[config.mk]
export PLATFORM = sky130hd
export DESIGN_NAME = dram_cmd_scheduler
export DESIGN_NICKNAME = d
export VERILOG_FILES = /design/src/rtl/dram_cmd_scheduler.sv
export SDC_FILE = /design/constraint.sdc
export NUM_CORES = 2
export LEC_CHECK = 0
export BUFFER_PORTS_ARGS = -buffer_cell sky130_fd_sc_hd__buf_2
export CORE_AREA = 2 2 444 446
export DETAILED_ROUTE_END_ITERATION = 7
export DIE_AREA = 0 0 446 448
export GPL_ROUTABILITY_DRIVEN = 0
export MAX_ROUTING_LAYER = met4
export PLACE_DENSITY = 0.48
export SYNTH_ARGS = -nofsm -noshare
export SYNTH_HDL_FRONTEND = slang
export SYNTH_SLANG_ARGS = --single-unit
[constraint.sdc]
create_clock -name clk_in -period 65.8 [get_ports clk_in]
set_clock_uncertainty 0.1 [all_clocks]
set_input_delay 6.58 -clock clk_in [delete_from_list [all_inputs] [get_ports clk_in]]
set_output_delay 6.58 -clock clk_in [all_outputs]
set_load 0.005 [all_outputs]
[src/rtl/dram_cmd_scheduler.sv]
// dram_cmd_scheduler: turns one memory request at a time into
// ACTIVATE/READ/WRITE/PRECHARGE commands with per-bank open-row tracking.
// Ports: clk_in, rst_in (async, active-high); req_valid_in/req_ready_out,
//   req_addr_in, req_write_in, req_data_in (request side);
//   cmd_valid_out, cmd_out, bank_group_out, bank_out, row_out, col_out,
//   val_out (command sender side); row_hit_cnt_out (saturating hit count).
// Option: define SCHED_CLOSE_PAGE_EN to precharge the bank after every
//   column command (close-page policy); default is open-page.
module dram_cmd_scheduler #(
  parameter int ROW_BITS           = 8,
  parameter int COL_BITS           = 4,
  parameter int BANK_GROUPS        = 4,
  parameter int BANKS_PER_GROUP    = 2,
  parameter int PADDR_BITS         = 64,
  parameter int ACTIVATION_LATENCY = 8,
  parameter int PRECHARGE_LATENCY  = 5,
  parameter int BURST_CYCLES       = 4,
  localparam int BGW = $clog2(BANK_GROUPS),
  localparam int BAW = $clog2(BANKS_PER_GROUP)
) (
  input  logic                  clk_in,
  input  logic                  rst_in,
  input  logic                  req_valid_in,
  output logic                  req_ready_out,
  input  logic [PADDR_BITS-1:0] req_addr_in,
  input  logic                  req_write_in,
  input  logic [7:0][63:0]      req_data_in,
  output logic                  cmd_valid_out,
  output logic [2:0]            cmd_out,
  output logic [BGW-1:0]        bank_group_out,
  output logic [BAW-1:0]        bank_out,
  output logic [ROW_BITS-1:0]   row_out,
  output logic [COL_BITS-1:0]   col_out,
  output logic [7:0][63:0]      val_out,
  output logic [15:0]           row_hit_cnt_out
);

  localparam int NB   = BANK_GROUPS * BANKS_PER_GROUP;
  localparam int IW   = BGW + BAW;
  localparam int AW   = COL_BITS + BAW + BGW + ROW_BITS;
  localparam int TMAX = (ACTIVATION_LATENCY > PRECHARGE_LATENCY) ?
                        ACTIVATION_LATENCY : PRECHARGE_LATENCY;
  localparam int TW   = $clog2(TMAX + 1);
  localparam int GW   = $clog2(BURST_CYCLES + 1);

  localparam logic [2:0] C_RD  = 3'd0;
  localparam logic [2:0] C_WR  = 3'd1;
  localparam logic [2:0] C_ACT = 3'd2;
  localparam logic [2:0] C_PRE = 3'd3;
  localparam logic [2:0] C_NOP = 3'd7;

  typedef enum logic [2:0] {
    S_IDLE,
    S_CHECK,
    S_PRE,
    S_PRE_WAIT,
    S_ACT,
    S_ACT_WAIT,
    S_COL
`ifdef SCHED_CLOSE_PAGE_EN
    , S_AUTO_PRE
`endif
  } state_t;

  state_t                state;
  logic [COL_BITS-1:0]   r_col;
  logic [BAW-1:0]        r_ba;
  logic [BGW-1:0]        r_bg;
  logic [ROW_BITS-1:0]   r_row;
  logic                  r_write;
  logic [7:0][63:0]      r_data;
  logic [TW-1:0]         timer;
  logic [GW-1:0]         gap;
  logic                  pre_to_idle;
  logic [NB-1:0]         bank_open;
  logic [ROW_BITS-1:0]   bank_row [NB];

  logic [IW-1:0]         r_idx;
  logic                  hit;
  logic                  gap_ok;
  logic                  timer_ok;
  logic [2:0]            col_op;
  logic                  go;
  logic [2:0]            go_op;
  logic                  unused_addr_hi;

  assign unused_addr_hi = ^req_addr_in[PADDR_BITS-1:AW];

  assign r_idx  = {r_bg, r_ba};
  assign hit    = bank_open[r_idx] && (bank_row[r_idx] == r_row);
  assign col_op = r_write ? C_WR : C_RD;
  // Outputs are registered, so the issue decision is made one cycle
  // ahead: a counter at 1 now is 0 in the cycle the command appears.
  assign gap_ok   = (gap <= GW'(1));
  assign timer_ok = (timer <= TW'(1));

  always_comb begin
    go    = 1'b0;
    go_op = C_NOP;
    case (state)
      S_CHECK: begin
        if (hit) begin
          go    = gap_ok;
          go_op = col_op;
        end else if (bank_open[r_idx]) begin
          go    = 1'b1;
          go_op = C_PRE;
        end else begin
          go    = 1'b1;
          go_op = C_ACT;
        end
      end
      S_PRE: begin
        go    = (PRECHARGE_LATENCY <= 1);
        go_op = C_ACT;
      end
      S_PRE_WAIT: begin
        go    = timer_ok && !pre_to_idle;
        go_op = C_ACT;
      end
      S_ACT: begin
        go    = (ACTIVATION_LATENCY <= 1) && gap_ok;
        go_op = col_op;
      end
      S_ACT_WAIT: begin
        go    = timer_ok && gap_ok;
        go_op = col_op;
      end
      S_COL: begin
        go    = !cmd_valid_out && gap_ok;
        go_op = col_op;
      end
`ifdef SCHED_CLOSE_PAGE_EN
      S_AUTO_PRE: begin
        go    = !cmd_valid_out && gap_ok;
        go_op = C_PRE;
      end
`endif
      default: ;
    endcase
  end

  always_ff @(posedge clk_in or posedge rst_in) begin
    if (rst_in) begin
      state           <= S_IDLE;
      req_ready_out   <= 1'b1;
      cmd_valid_out   <= 1'b0;
      cmd_out         <= C_NOP;
      bank_group_out  <= '0;
      bank_out        <= '0;
      row_out         <= '0;
      col_out         <= '0;
      val_out         <= '0;
      row_hit_cnt_out <= '0;
      timer           <= '0;
      pre_to_idle     <= 1'b0;
      bank_open       <= '0;
      r_col           <= '0;
      r_ba            <= '0;
      r_bg            <= '0;
      r_row           <= '0;
      r_write         <= 1'b0;
      r_data          <= '0;
    end else begin
      cmd_valid_out <= go;
      cmd_out       <= go ? go_op : C_NOP;
      val_out       <= (go && go_op == C_WR) ? r_data : '0;
      if (go) begin
        bank_group_out <= r_bg;
        bank_out       <= r_ba;
        row_out        <= r_row;
        col_out        <= r_col;
      end
      case (state)
        S_IDLE: begin
          if (req_valid_in && req_ready_out) begin
            r_col         <= req_addr_in[COL_BITS-1:0];
            r_ba          <= req_addr_in[COL_BITS +: BAW];
            r_bg          <= req_addr_in[COL_BITS+BAW +: BGW];
            r_row         <= req_addr_in[COL_BITS+BAW+BGW +: ROW_BITS];
            r_write       <= req_write_in;
            r_data        <= req_data_in;
            req_ready_out <= 1'b0;
            state         <= S_CHECK;
          end
        end
        S_CHECK: begin
          if (hit) begin
            if (row_hit_cnt_out != 16'hFFFF)
              row_hit_cnt_out <= row_hit_cnt_out + 16'd1;
            state <= S_COL;
          end else if (bank_open[r_idx]) begin
            state <= S_PRE;
          end else begin
            state <= S_ACT;
          end
        end
        S_PRE: begin
          bank_open[r_idx] <= 1'b0;
          timer            <= TW'(PRECHARGE_LATENCY - 1);
          state            <= go ? S_ACT : S_PRE_WAIT;
        end
        S_PRE_WAIT: begin
          if (timer_ok) begin
            if (pre_to_idle) begin
              pre_to_idle   <= 1'b0;
              req_ready_out <= 1'b1;
              state         <= S_IDLE;
            end else begin
              state <= S_ACT;
            end
          end else begin
            timer <= timer - TW'(1);
          end
        end
        S_ACT: begin
          bank_open[r_idx] <= 1'b1;
          timer            <= TW'(ACTIVATION_LATENCY - 1);
          state            <= (ACTIVATION_LATENCY <= 1) ? S_COL : S_ACT_WAIT;
        end
        S_ACT_WAIT: begin
          if (timer_ok) state <= S_COL;
          else timer <= timer - TW'(1);
        end
        S_COL: begin
          if (cmd_valid_out) begin
`ifdef SCHED_CLOSE_PAGE_EN
            state <= S_AUTO_PRE;
`else
            req_ready_out <= 1'b1;
            state         <= S_IDLE;
`endif
          end
        end
`ifdef SCHED_CLOSE_PAGE_EN
        S_AUTO_PRE: begin
          if (cmd_valid_out) begin
            bank_open[r_idx] <= 1'b0;
            timer            <= TW'(PRECHARGE_LATENCY - 1);
            pre_to_idle      <= 1'b1;
            state            <= S_PRE_WAIT;
          end
        end
`endif
        default: state <= S_IDLE;
      endcase
    end
  end

  // Row tags need no reset: they are only consulted while the
  // matching open flag is set.
  always_ff @(posedge clk_in) begin
    if (state == S_ACT) bank_row[r_idx] <= r_row;
  end

  // Column-to-column spacing, shared by all banks.
  always_ff @(posedge clk_in or posedge rst_in) begin
    if (rst_in) begin
      gap <= '0;
    end else if (cmd_valid_out && (cmd_out == C_RD || cmd_out == C_WR)) begin
      gap <= GW'(BURST_CYCLES - 1);
    end else if (gap != '0) begin
      gap <= gap - GW'(1);
    end
  end

endmodule

==> metrics.md <==
| Metric | Value |
|---|---|
| Predominant post-synthesis flop cell | `dfrtp_1` |
| Setup Buffers After CTS | `0` |
| Post-Syn Area | `42900 µm²` |
| Switch share | `22.4%` |
| WL/cell | `23.6 µm` |
| Register clock-pin slew on the reported worst setup and hold paths | `approximately 60 ps` |
| YS warnings | `0` |
| Worst Path Arrival | `approximately 11000 ps` |
| Critical Path Start | `rst_in` |
| Yosys top cell by area | `dfrtp_1` |
| Hold Path Class | `flop to flop` |
| IO buf count | `1078` |
| Pleak | `approximately 0.027 µW` |
| Slew @ Worst Pin | `1350 ps` |
| Fin crit period | `between 10000 and 15000 ps` |
| Fill count | `~20000` |
| R2R Path Start | `r_ba` |
| Routed Antenna Nets | `0` |
| Post-synthesis register bit count | `around 1200` |
| Core area | `slightly below 200000 µm²` |
| Total die area | `between 150000 and 200000 µm²` |
| H-Tree Level Count | `4` |
| Syn nets | `3828` |
| CP Max Fanout | `87` |
| Hold violation count in the final report | `0` |
| Max Cap Viol | `0` |
| Combinational share of power | `around 2.0%` |
| NumNets Final | `4838` |
| PD cells | `27.5 nW/µm²` |
| Mapped Cells | `between 3000 and 4000` |
| Critical path startpoint category | `input port` |
| Internal Power | `1180 µW` |
| Syn avg cell area | `about 13 µm²` |
| Post-CTS sizing | `0` |
| I/O pin count | `1128` |
| Vias per cell | `4.35` |
| Relative slew slack | `10.3%` |
| Synth top cells by count | `dfrtp_1, mux2_2, nand2_1, nor3_1, clkbuf_1` |
| DR iter-0 viols | `between 1500 and 2000` |
| Via count | `a little over 30000` |
| Drt drc | `0` |
| Drt pass-1 iters | `5` |
| Die width | `approximately 450 µm` |
| Setup TNS | `0 ps` |
| Worst-skew pair later-pin latency | `800 ps` |
| Critical path required time | `66550 ps` |
| Top cells by area, synth | `dfrtp_1, mux2_2, nor3_1` |
| Crit Path Class | `input port to async pin` |
| Highest Clock Rate | `93.9 MHz` |
| CP Capture Type | `async pin` |
| Max-slew violations | `0` |
| Overall Power | `1520 µW` |
| Area growth syn-to-layout | `29.1%` |
| Row cnt | `162` |
| Layout cells sized above 1 | `43.8%` |
| Number of flops mapped to enable cells by yosys | `64` |
| Cts hold-fix bufs | `0` |
| Top-count cell post-synth | `dfrtp_1` |
| Sw Pwr | `342 µW` |
| Fin crit share | `16.2%` |
| RSZ-0062 raised after global routing | `false` |
| Part of the power in registers | `47.1%` |
| Initial antenna violation count | `96` |
| Vias in the first global route | `30200` |
| CTS Buf Count | `around 140` |
| First-pass GRT wire length | `229 mm` |
| HPWL after DPL | `117 mm` |
| Clock tree buffer depth | `3` |
| Worst hold path startpoint | `r_data[293]` |
| Root buffer cell | `clkbuf_16` |
| Asr flop ratio synth | `94.5%` |
| Total track usage | `16.4%` |
| CTS tree | `yes` |
| CTS Sinks | `approximately 1200` |
| Final WL | `164 mm` |
| Setup violations, final | `0` |
| Status | `completed` |
| Post-synthesis sequential area ratio | `68.3%` |
| Initial Util | `between 20% and 30%` |
| GRT Residual Overflow | `0` |
| Cell variety after synth | `52` |
| Die Height | `448 µm` |
| Peak VDD IR | `0.0238 mV` |
| Largest net degree at the start of global routing | `roughly 140` |
| Clock power frac | `approximately 50%` |
| Area fraction of the dominant cell type after synthesis | `63.5%` |
-- cells by family after synthesis --
group	Yosys count	synth area share, %
AND/OR/NAND/NOR	1132	11.7
flip-flops	1158	68.3
buffers and inverters	262	3.00
XOR/XNOR	17	0.347
multiplexers	581	15.3
AO/OA/AOI/OAI	86	1.22
adder cells (fa/ha/maj)	6	0.175
-- routing by layer --
| layer | vias up | wire, µm | track usage (%) | share of wire, % |
|---|---|---|---|---|
| met4 | 0 | 5430 | 6.39 | 3.3 |
| met5 | - | 0 | - | 0 |
| met3 | 313 | 12200 | 5.52 | 7.5 |
| met2 | 991 | 79400 | 25.2 | 48 |
| met1 | 15700 | 66800 | 19.7 | 41 |
| li1 | 13200 | - | - | - |
-- critical path, stage by stage --
cell and delay (ps):
buf_2 130, inv_8 420, buf_4 770, buf_4 840
buf_4 830, buf_4 870, buf_4 690
-- metrics by stage --
step | cells | util [%] | hold slack (ps) | instance area, µm² | setup WS (ps)
after floorplan | 3242 | - | 372 | 42900 | 28330
after global placement | 6656 | 26.1 | 371 | 50700 | 54080
after detailed placement | 6656 | 26.1 | 380 | 50700 | 54030
after CTS | 6898 | 28.4 | 363 | 55300 | 54940
after global routing | 6932 | 28.5 | 396 | 55400 | 54400
final | 6938 | 28.5 | 376 | 55400 | 55150
-- worst paths after layout --
path | end | slack, ps | cells past startpoint
worst max-delay path | r_data[348] | 55150 | 7
worst min-delay path | val_out[293] | 380 | 2
worst max register to register | val_out[105] | 58830 | 12
worst min register to register | val_out[293] | 380 | 2
max in group clk_in | r_data[153] | 55450 | 8
min in group asynchronous | row_hit_cnt_out[15] | 5760 | 2
-- cell usage in the layout, fill, tap and decap left out, types with 13 or more instances in the layout --
master / n
a21oi_1: 21
buf_2: 1078
buf_4: 39
clkbuf_1: 33
clkbuf_16: 136
clkbuf_8: 27
clkinv_2: 15
dfrtp_1: 1090
diode_2: 40
edfxtp_1: 64
mux2_2: 564
mux2i_1: 13
nand2_1: 534
nor2_1: 20
nor3_1: 528
o21ai_0: 30
o22ai_1: 15
xor2_1: 15
-- registers in the layout, indices dropped and copies added, names as in the netlist, named ones only --
name,count
r_ba,1
r_data,512
r_bg,2
bank_out,1
req_ready_out,1
r_row,8
row_hit_cnt_out,16
row_out,8
cmd_out,3
cmd_valid_out,1
r_col,4
val_out,512
bank_row,64
timer,4
bank_group_out,2
r_write,1
gap,3
col_out,4
state,3
-- power groups by stage --
stage / combinational [µW] / clock, µW / sequential (µW)
2_1_floorplan: 9.97 / 0 / 731
3_3_place_gp: 31.2 / 0 / 730
3_5_place_dp: 31.6 / 0 / 730
4_1_cts: 31.6 / 801 / 717
5_1_grt: 34.8 / 829 / 717
6_report: 30.2 / 776 / 717
-- cell type report --
class                   count  area [µm²]  share of cell area (%)
clock inverters            46         709                    1.28
flip-flops and latches   1158       29300                    52.9
clock buffers             196        3900                    7.04
inverters                  11        48.8                  0.0881
multi-input cells        1822       12400                    22.3
repair buffers           1123        5810                    10.5
diodes                     40         100                   0.181
well taps                2542        3180                    5.74
Note: power is estimated with default switching activity, not from simulation.
